<file path="src/rtl/branch_resolve_ctrl_pkg.sv">
// Shared types and constants for the KGP-RISC branch-resolution controller.
package kgp_branch_pkg;

  typedef enum logic [1:0] {
    StInit,
    StIdle,
    StEval,
    StRedirect
  } br_state_e;

  localparam logic [1:0] COND_GT    = 2'b00;
  localparam logic [1:0] COND_LT    = 2'b01;
  localparam logic [1:0] COND_EQ    = 2'b10;
  localparam logic [1:0] COND_NEVER = 2'b11;

  localparam int unsigned INSTR_BYTES = 4;

endpackage

</file>
<file path="src/rtl/branch_resolve_ctrl_if.sv">
// Branch request channel from decode to the branch-resolution controller.
interface branch_resolve_ctrl_if #(
  parameter int unsigned PC_W = 32
) ();

  logic            br_valid;
  logic            br_ready;
  logic            br_uncond;
  logic [1:0]      br_opcond;
  logic [31:0]     br_rs;
  logic [PC_W-1:0] br_pc;
  logic [31:0]     br_offset;

  modport master (
    output br_valid, br_uncond, br_opcond, br_rs, br_pc, br_offset,
    input  br_ready
  );

  modport slave (
    input  br_valid, br_uncond, br_opcond, br_rs, br_pc, br_offset,
    output br_ready
  );

endinterface

</file>
<file path="src/rtl/branch_resolve_ctrl_sat_counter.sv">
// 32-bit event counter that sticks at all-ones instead of wrapping.
module br_sat_counter (
  input  logic        clk,
  input  logic        rst_n,
  input  logic        inc,
  output logic [31:0] count
);

  logic [31:0] count_q, count_d;

  always_comb begin
    count_d = count_q;
    if (inc && (count_q != 32'hFFFF_FFFF)) begin
      count_d = count_q + 32'd1;
    end
  end

  always_ff @(posedge clk or negedge rst_n) begin
    if (!rst_n) begin
      count_q <= '0;
    end else begin
      count_q <= count_d;
    end
  end

  assign count = count_q;

endmodule

</file>
<file path="src/rtl/branch_resolve_ctrl.sv">
// Branch-resolution controller: accepts a branch, drives the condition evaluator, owns the PC.
// Optional statistics counters are built when BR_STATS_EN is defined.
module branch_resolve_ctrl
  import kgp_branch_pkg::*;
#(
  parameter int unsigned     PC_W     = 32,
  parameter logic [PC_W-1:0] RESET_PC = '0
) (
  input  logic                 clk,
  input  logic                 rst_n,
  input  logic                 adv,
  branch_resolve_ctrl_if.slave br_if,
  output logic [1:0]           opcond,
  output logic [31:0]          cond_a,
  input  logic                 cond_y,
  output logic [PC_W-1:0]      pc,
  output logic                 flush,
  output logic                 resolved,
  output logic                 taken
`ifdef BR_STATS_EN
  ,
  output logic [31:0]          br_count,
  output logic [31:0]          taken_count
`endif
);

  br_state_e state_q, state_d;

  logic [PC_W-1:0]    pc_q, pc_d;
  logic [PC_W-1:0]    bpc_q, bpc_d;
  logic signed [31:0] off_q, off_d;
  logic [31:0]        rs_q, rs_d;
  logic [1:0]         opcond_q, opcond_d;
  logic               uncond_q, uncond_d;
  logic               ready_q, ready_d;
  logic               resolved_q, resolved_d;
  logic               taken_q, taken_d;
  logic               flush_q, flush_d;
  logic [PC_W-1:0]    target;

  // Offset is signed; sign-extend (or truncate) to the PC width so the sum wraps.
  assign target = bpc_q + PC_W'(off_q);

  always_comb begin
    state_d    = state_q;
    bpc_d      = bpc_q;
    off_d      = off_q;
    rs_d       = rs_q;
    opcond_d   = opcond_q;
    uncond_d   = uncond_q;
    ready_d    = 1'b0;
    resolved_d = 1'b0;
    taken_d    = 1'b0;
    flush_d    = 1'b0;
    pc_d       = adv ? (pc_q + PC_W'(INSTR_BYTES)) : pc_q;

    case (state_q)
      StInit: begin
        state_d = StIdle;
        ready_d = 1'b1;
      end
      StIdle: begin
        if (br_if.br_valid && ready_q) begin
          bpc_d    = br_if.br_pc;
          off_d    = br_if.br_offset;
          rs_d     = br_if.br_rs;
          opcond_d = br_if.br_opcond;
          uncond_d = br_if.br_uncond;
          state_d  = StEval;
        end else begin
          ready_d = 1'b1;
        end
      end
      StEval: begin
        // Evaluator result is sampled here so the redirect outputs are registered.
        taken_d    = uncond_q | cond_y;
        flush_d    = uncond_q | cond_y;
        resolved_d = 1'b1;
        state_d    = StRedirect;
      end
      StRedirect: begin
        if (taken_q) begin
          pc_d = target;
        end
        ready_d = 1'b1;
        state_d = StIdle;
      end
      default: begin
        state_d = StInit;
      end
    endcase
  end

  always_ff @(posedge clk or negedge rst_n) begin
    if (!rst_n) begin
      state_q    <= StInit;
      pc_q       <= RESET_PC;
      bpc_q      <= '0;
      off_q      <= '0;
      rs_q       <= '0;
      opcond_q   <= COND_GT;
      uncond_q   <= 1'b0;
      ready_q    <= 1'b0;
      resolved_q <= 1'b0;
      taken_q    <= 1'b0;
      flush_q    <= 1'b0;
    end else begin
      state_q    <= state_d;
      pc_q       <= pc_d;
      bpc_q      <= bpc_d;
      off_q      <= off_d;
      rs_q       <= rs_d;
      opcond_q   <= opcond_d;
      uncond_q   <= uncond_d;
      ready_q    <= ready_d;
      resolved_q <= resolved_d;
      taken_q    <= taken_d;
      flush_q    <= flush_d;
    end
  end

  assign br_if.br_ready = ready_q;
  assign opcond         = opcond_q;
  assign cond_a         = rs_q;
  assign pc             = pc_q;
  assign flush          = flush_q;
  assign resolved       = resolved_q;
  assign taken          = taken_q;

`ifdef BR_STATS_EN
  br_sat_counter u_br_cnt (
    .clk   (clk),
    .rst_n (rst_n),
    .inc   (resolved_q),
    .count (br_count)
  );

  br_sat_counter u_taken_cnt (
    .clk   (clk),
    .rst_n (rst_n),
    .inc   (resolved_q & taken_q),
    .count (taken_count)
  );
`endif

endmodule

</file>
<file path="src/flat_wrapper.sv">
// flat-port wrapper written by rule: the top's interface ports become plain ports
module branch_resolve_ctrl_flat import kgp_branch_pkg::*;
#(
  parameter int unsigned     PC_W     = 32,
  parameter logic [PC_W-1:0] RESET_PC = '0
)
  (clk, rst_n, adv, opcond, cond_a, cond_y, pc, flush, resolved, taken, br_if_br_valid, br_if_br_uncond, br_if_br_opcond, br_if_br_rs, br_if_br_pc, br_if_br_offset, br_if_br_ready);
  branch_resolve_ctrl_if #(.PC_W(PC_W)) br_if_i ();
  input  logic clk;
  input  logic rst_n;
  input  logic adv;
  output logic [1:0] opcond;
  output logic [31:0] cond_a;
  input  logic cond_y;
  output logic [PC_W-1:0] pc;
  output logic flush;
  output logic resolved;
  output logic taken;
  input wire logic [$bits(br_if_i.br_valid)-1:0] br_if_br_valid;
  input wire logic [$bits(br_if_i.br_uncond)-1:0] br_if_br_uncond;
  input wire logic [$bits(br_if_i.br_opcond)-1:0] br_if_br_opcond;
  input wire logic [$bits(br_if_i.br_rs)-1:0] br_if_br_rs;
  input wire logic [$bits(br_if_i.br_pc)-1:0] br_if_br_pc;
  input wire logic [$bits(br_if_i.br_offset)-1:0] br_if_br_offset;
  output wire logic [$bits(br_if_i.br_ready)-1:0] br_if_br_ready;
  assign br_if_i.br_valid = br_if_br_valid;
  assign br_if_i.br_uncond = br_if_br_uncond;
  assign br_if_i.br_opcond = br_if_br_opcond;
  assign br_if_i.br_rs = br_if_br_rs;
  assign br_if_i.br_pc = br_if_br_pc;
  assign br_if_i.br_offset = br_if_br_offset;
  assign br_if_br_ready = br_if_i.br_ready;
  branch_resolve_ctrl #(.PC_W(PC_W), .RESET_PC(RESET_PC)) u_core (.clk(clk), .rst_n(rst_n), .adv(adv), .br_if(br_if_i), .opcond(opcond), .cond_a(cond_a), .cond_y(cond_y), .pc(pc), .flush(flush), .resolved(resolved), .taken(taken));
endmodule
</file>
<file path="config.mk">
export PLATFORM = sky130hd
export DESIGN_NAME = branch_resolve_ctrl_flat
export DESIGN_NICKNAME = d
export VERILOG_FILES = /design/src/rtl/branch_resolve_ctrl_pkg.sv /design/src/rtl/branch_resolve_ctrl_if.sv /design/src/rtl/branch_resolve_ctrl_sat_counter.sv /design/src/rtl/branch_resolve_ctrl.sv /design/src/flat_wrapper.sv
export SDC_FILE = /design/constraint.sdc
export NUM_CORES = 1
export LEC_CHECK = 0
export BUFFER_PORTS_ARGS = -buffer_cell sky130_fd_sc_hd__buf_2
export CAP_MARGIN = 20
export CORE_MARGIN = 10
export CORE_UTILIZATION = 53
export CTS_BUF_LIST = sky130_fd_sc_hd__clkbuf_8
export DETAILED_ROUTE_END_ITERATION = 10
export PLACE_DENSITY = 0.79
export SLEW_MARGIN = 0
export SYNTH_ARGS = -nofsm -noshare
export SYNTH_HDL_FRONTEND = slang
export SYNTH_SLANG_ARGS = --single-unit
</file>
<file path="constraint.sdc">
create_clock -name clk -period 3 [get_ports clk]
set_clock_uncertainty 0.15 [all_clocks]
set_input_delay 0.3 -clock clk [delete_from_list [all_inputs] [get_ports clk]]
set_output_delay 0.3 -clock clk [all_outputs]
set_load 0.03 [all_outputs]
</file>
==> flow_summary.json <==
{
  "async_reset_ff_share_pct": 100,
  "slew_violations": 0,
  "fillers": 941,
  "min_from": "br_if_br_valid",
  "drt_iter0_markers": 417,
  "cpPeakStageDelay_ns": 0.42,
  "start_kind": "flop",
  "synth_area_um2": 7300,
  "post_drt_wl_per_cell_um": 18.7,
  "fin_crit_ns": 2.80,
  "vias": 6254,
  "dr.pass1.iters": 5,
  "postPlaceCellArea_um2": 8400,
  "peakVddDrop_v": 0.000817,
  "io_pins": 174,
  "synth_edf_count": 0,
  "worst_slack_ns": 0.199,
  "cts.sinks": 136,
  "remaining_drc_errors": 0,
  "synth_ff_type": "dfrtp_1",
  "htree_levels": 4,
  "dpl.hpwl_um": 14400,
  "stdcell_area_um2": 9820,
  "grt_pass1_wl_um": 34100,
  "netlist_instances": 664,
  "grt_use_total_pct": 22.8,
  "cts_buffer_depth": 2,
  "regToRegSetupSlack_ns": 0.20,
  "syn_avg_cell_area_um2": 11.0,
  "rows": 42,
  "yosysWarningCount": 0,
  "outcome": "finished, final reports clean",
  "min_period_over_period_pct": 93.4,
  "synth.distinct_cells": 57,
  "grt_max_degree": 66,
  "worst-r2r-cell-count": 9,
  "pre_cts_ws_ns": 0.238,
  "ys_ff_latch": 136,
  "cap_viol_max_count": 0,
  "design.die.area_um2": 18900,
  "totalWireLength_um": 21200,
  "p_per_area_nw_per_um2": 1240,
  "portBuffers": 173,
  "tritoncts": "built",
  "rr_endpoint": "u_core.pc[25]$_DFF_PN0_",
  "hp-class": "input pin to flop",
  "cts-root-buf": "clkbuf_8",
  "area_growth_pct": 34.5,
  "syn_nets": 804,
  "die_h_um": 137,
  "insertion_delay_ns": 0.46,
  "hold-worst-slack_ns": 0.0861,
  "grt_pass1_vias": 6748,
  "crit_required_ns": 3.23,
  "rr_startpoint": "u_core.bpc_q[1]$_DFFE_PN0P_",
  "crit_slowest_cell": "dfrtp_1",
  "cp_data_arrival_time_ns": 3.03,
  "end_kind": "flop",
  "hold_viol_final": 0,
  "hold_end": "u_core.state_q[0]$_DFFE_PN0N_",
  "slew_headroom_pct": 55.1,
  "path_max_fanout": 5,
  "via_per_inst": 5.51,
  "final_layout_size_suffix_gt1_share_pct": 34.8,
  "die-width_um": 137,
  "p_leak_uw": 0.00461,
  "ys_seq_area_share_pct": 46.6,
  "crit_type": "flop to flop",
  "grt-ovfl-total": 0,
  "path_clk_slew_ns": 0.08,
  "worst_slew_pin_slew_ns": 0.673,
  "crit_chain": "ha_1 -> a21oi_1 -> nand4b_1 -> a2111oi_4 -> o211ai_2 -> a31oi_2 -> o211ai_1 -> a32o_1 -> nor2_1",
  "fmax_mhz": 357,
  "place.gp.congestion": 0.905,
  "core_area_um2": 13300,
  "start_util_pct": 54.7,
  "setup_viol": 0,
  "post-cts-setup-buffers": 0,
  "finalNetCount": 1082,
  "ant_nets": 0,
  "antenna_found_initial": 4,
  "hold_path_depth": 4,
  "cts_buffers": 17
}
[layer usage]
metal	part of all wire, %	vias to the layer above	track usage, %
met5	0	-	0
met1	41	3044	26.9
met4	2.3	0	9.60
met2	49	230	37.7
met3	7.3	39	7.03
li1	-	2941	-
[synth_stat cells, types with 2 or more instances]
| master | n | area share, % |
|---|---|---|
| dfrtp_1 | 136 | 47 |
| o211ai_1 | 3 | 0.31 |
| or3_1 | 4 | 0.34 |
| nor3_1 | 5 | 0.34 |
| nand3_1 | 13 | 0.89 |
| nand4_1 | 11 | 0.94 |
| o21a_1 | 4 | 0.41 |
| a21o_1 | 19 | 2.0 |
| o21bai_1 | 3 | 0.31 |
| and4_4 | 2 | 0.31 |
| a31oi_1 | 2 | 0.17 |
| nor2b_1 | 5 | 0.43 |
| o21ai_0 | 44 | 3.0 |
| nor2_1 | 33 | 1.7 |
| mux2_2 | 101 | 16 |
| a21oi_1 | 38 | 2.6 |
| clkbuf_1 | 21 | 1.1 |
| nand2_1 | 63 | 3.2 |
| ha_1 | 35 | 6.0 |
| a32o_1 | 2 | 0.27 |
| mux2i_1 | 3 | 0.41 |
| and2_1 | 3 | 0.26 |
| a311oi_1 | 2 | 0.24 |
| xor2_1 | 15 | 1.8 |
| o2111ai_1 | 2 | 0.24 |
| inv_1 | 14 | 0.72 |
| xnor2_1 | 35 | 4.2 |
| nand4_2 | 2 | 0.34 |
| a31o_2 | 2 | 0.24 |
| and3_1 | 9 | 0.77 |
| nand2b_1 | 7 | 0.60 |
[worst max-delay path by stage]
stage / end / start / slack, ns
floorplan: u_core.pc[28]$_DFF_PN0_ / u_core.off_q[15]$_DFFE_PN0P_ / 0.51
global placement: u_core.pc[23]$_DFF_PN0_ / u_core.off_q[3]$_DFFE_PN0P_ / 0.28
detailed placement: u_core.pc[23]$_DFF_PN0_ / u_core.off_q[3]$_DFFE_PN0P_ / 0.24
CTS: u_core.pc[25]$_DFF_PN0_ / u_core.bpc_q[1]$_DFFE_PN0P_ / 0.21
global route: u_core.pc[16]$_DFF_PN0_ / u_core.bpc_q[0]$_DFFE_PN0P_ / -0.03
finish: u_core.pc[25]$_DFF_PN0_ / u_core.bpc_q[1]$_DFFE_PN0P_ / 0.20
[report_power, final]
| part | switching (uW) | leakage, uW | internal, uW |
|---|---|---|---|
| combinational | 4270 | 0.00282 | 2940 |
| sequential | 729 | 0.00161 | 2780 |
| clock | 727 | 0.000189 | 748 |
| total | 5730 | 0.00461 | 6460 |
[repair_timing]
action,in CTS,in global routing
hold buffers,101,0
endpoints found under the setup margin,0,1
endpoints found under the hold margin,163,0
gates resized for setup,0,1
[worst max-delay path: cells and delay by family, from the launching register on]
| family | cells | cell delay, ns |
|---|---|---|
| simple gates | 2 | 0.42 |
| flops | 1 | 0.42 |
| fa+ha+maj | 1 | 0.29 |
| compound gates | 6 | 1.46 |
[logic make-up (layout without fill, tap and decap cells)]
group / Yosys count / count (layout) / synth area share, %
buf+inv: 38 / 329 / 2.02
fa+ha+maj: 36 / 36 / 6.27
other cells: 0 / 4 / 0
flops: 136 / 136 / 46.6
compound gates: 134 / 134 / 11.6
mux: 104 / 104 / 16.0
simple gates: 166 / 166 / 11.5
xor+xnor: 50 / 50 / 6.00
[through the flow]
| step | power [uW] | setup TNS (ns) | utilization (%) | instances |
|---|---|---|---|---|
| 2_1_floorplan | 8470 | 0 | - | 664 |
| 5_1_grt | 13000 | -0.0271 | 73.6 | 1135 |
| 3_5_place_dp | 10400 | 0 | 63.0 | 998 |
| 4_1_cts | 12000 | 0 | 73.4 | 1131 |
| 3_3_place_gp | 10200 | 0 | 63.0 | 998 |
| 6_report | 12200 | 0 | 73.6 | 1135 |
[flip-flops by register name, summed over array words and instances, names as in the netlist]
register               cells
u_core.bpc_q              32
u_core.cond_a             32
u_core.off_q              32
u_core.pc                 32
u_core.opcond              2
u_core.state_q             2
u_core.br_if.br_ready      1
u_core.resolved            1
u_core.taken               1
u_core.uncond_q            1
[area by class of cell]
type | instances | area (um2) | area share [%]
Clock buffer | 18 | 248 | 2.52
Inverter | 14 | 52.6 | 0.535
Sequential cell | 136 | 3400 | 34.7
Clock inverter | 14 | 134 | 1.36
Antenna cell | 4 | 10.0 | 0.102
Tap cell | 176 | 220 | 2.24
Multi-Input combinational cell | 490 | 3780 | 38.5
Timing Repair Buffer | 283 | 1980 | 20.1
[placed cells by master (no fill, tap or decap), types with 9 or more instances in the layout]
cell type	instances
buf_2	172
xnor2_1	35
dlygate4sd3_1	101
inv_1	16
o21ai_0	44
nand3_1	12
a21o_1	19
and3_1	9
a21oi_1	38
clkbuf_8	18
nand2_1	63
dfrtp_1	136
ha_1	35
nor2_1	33
xor2_1	15
nand4_1	11
mux2_2	101
Note: power is estimated with default switching activity, not from simulation.
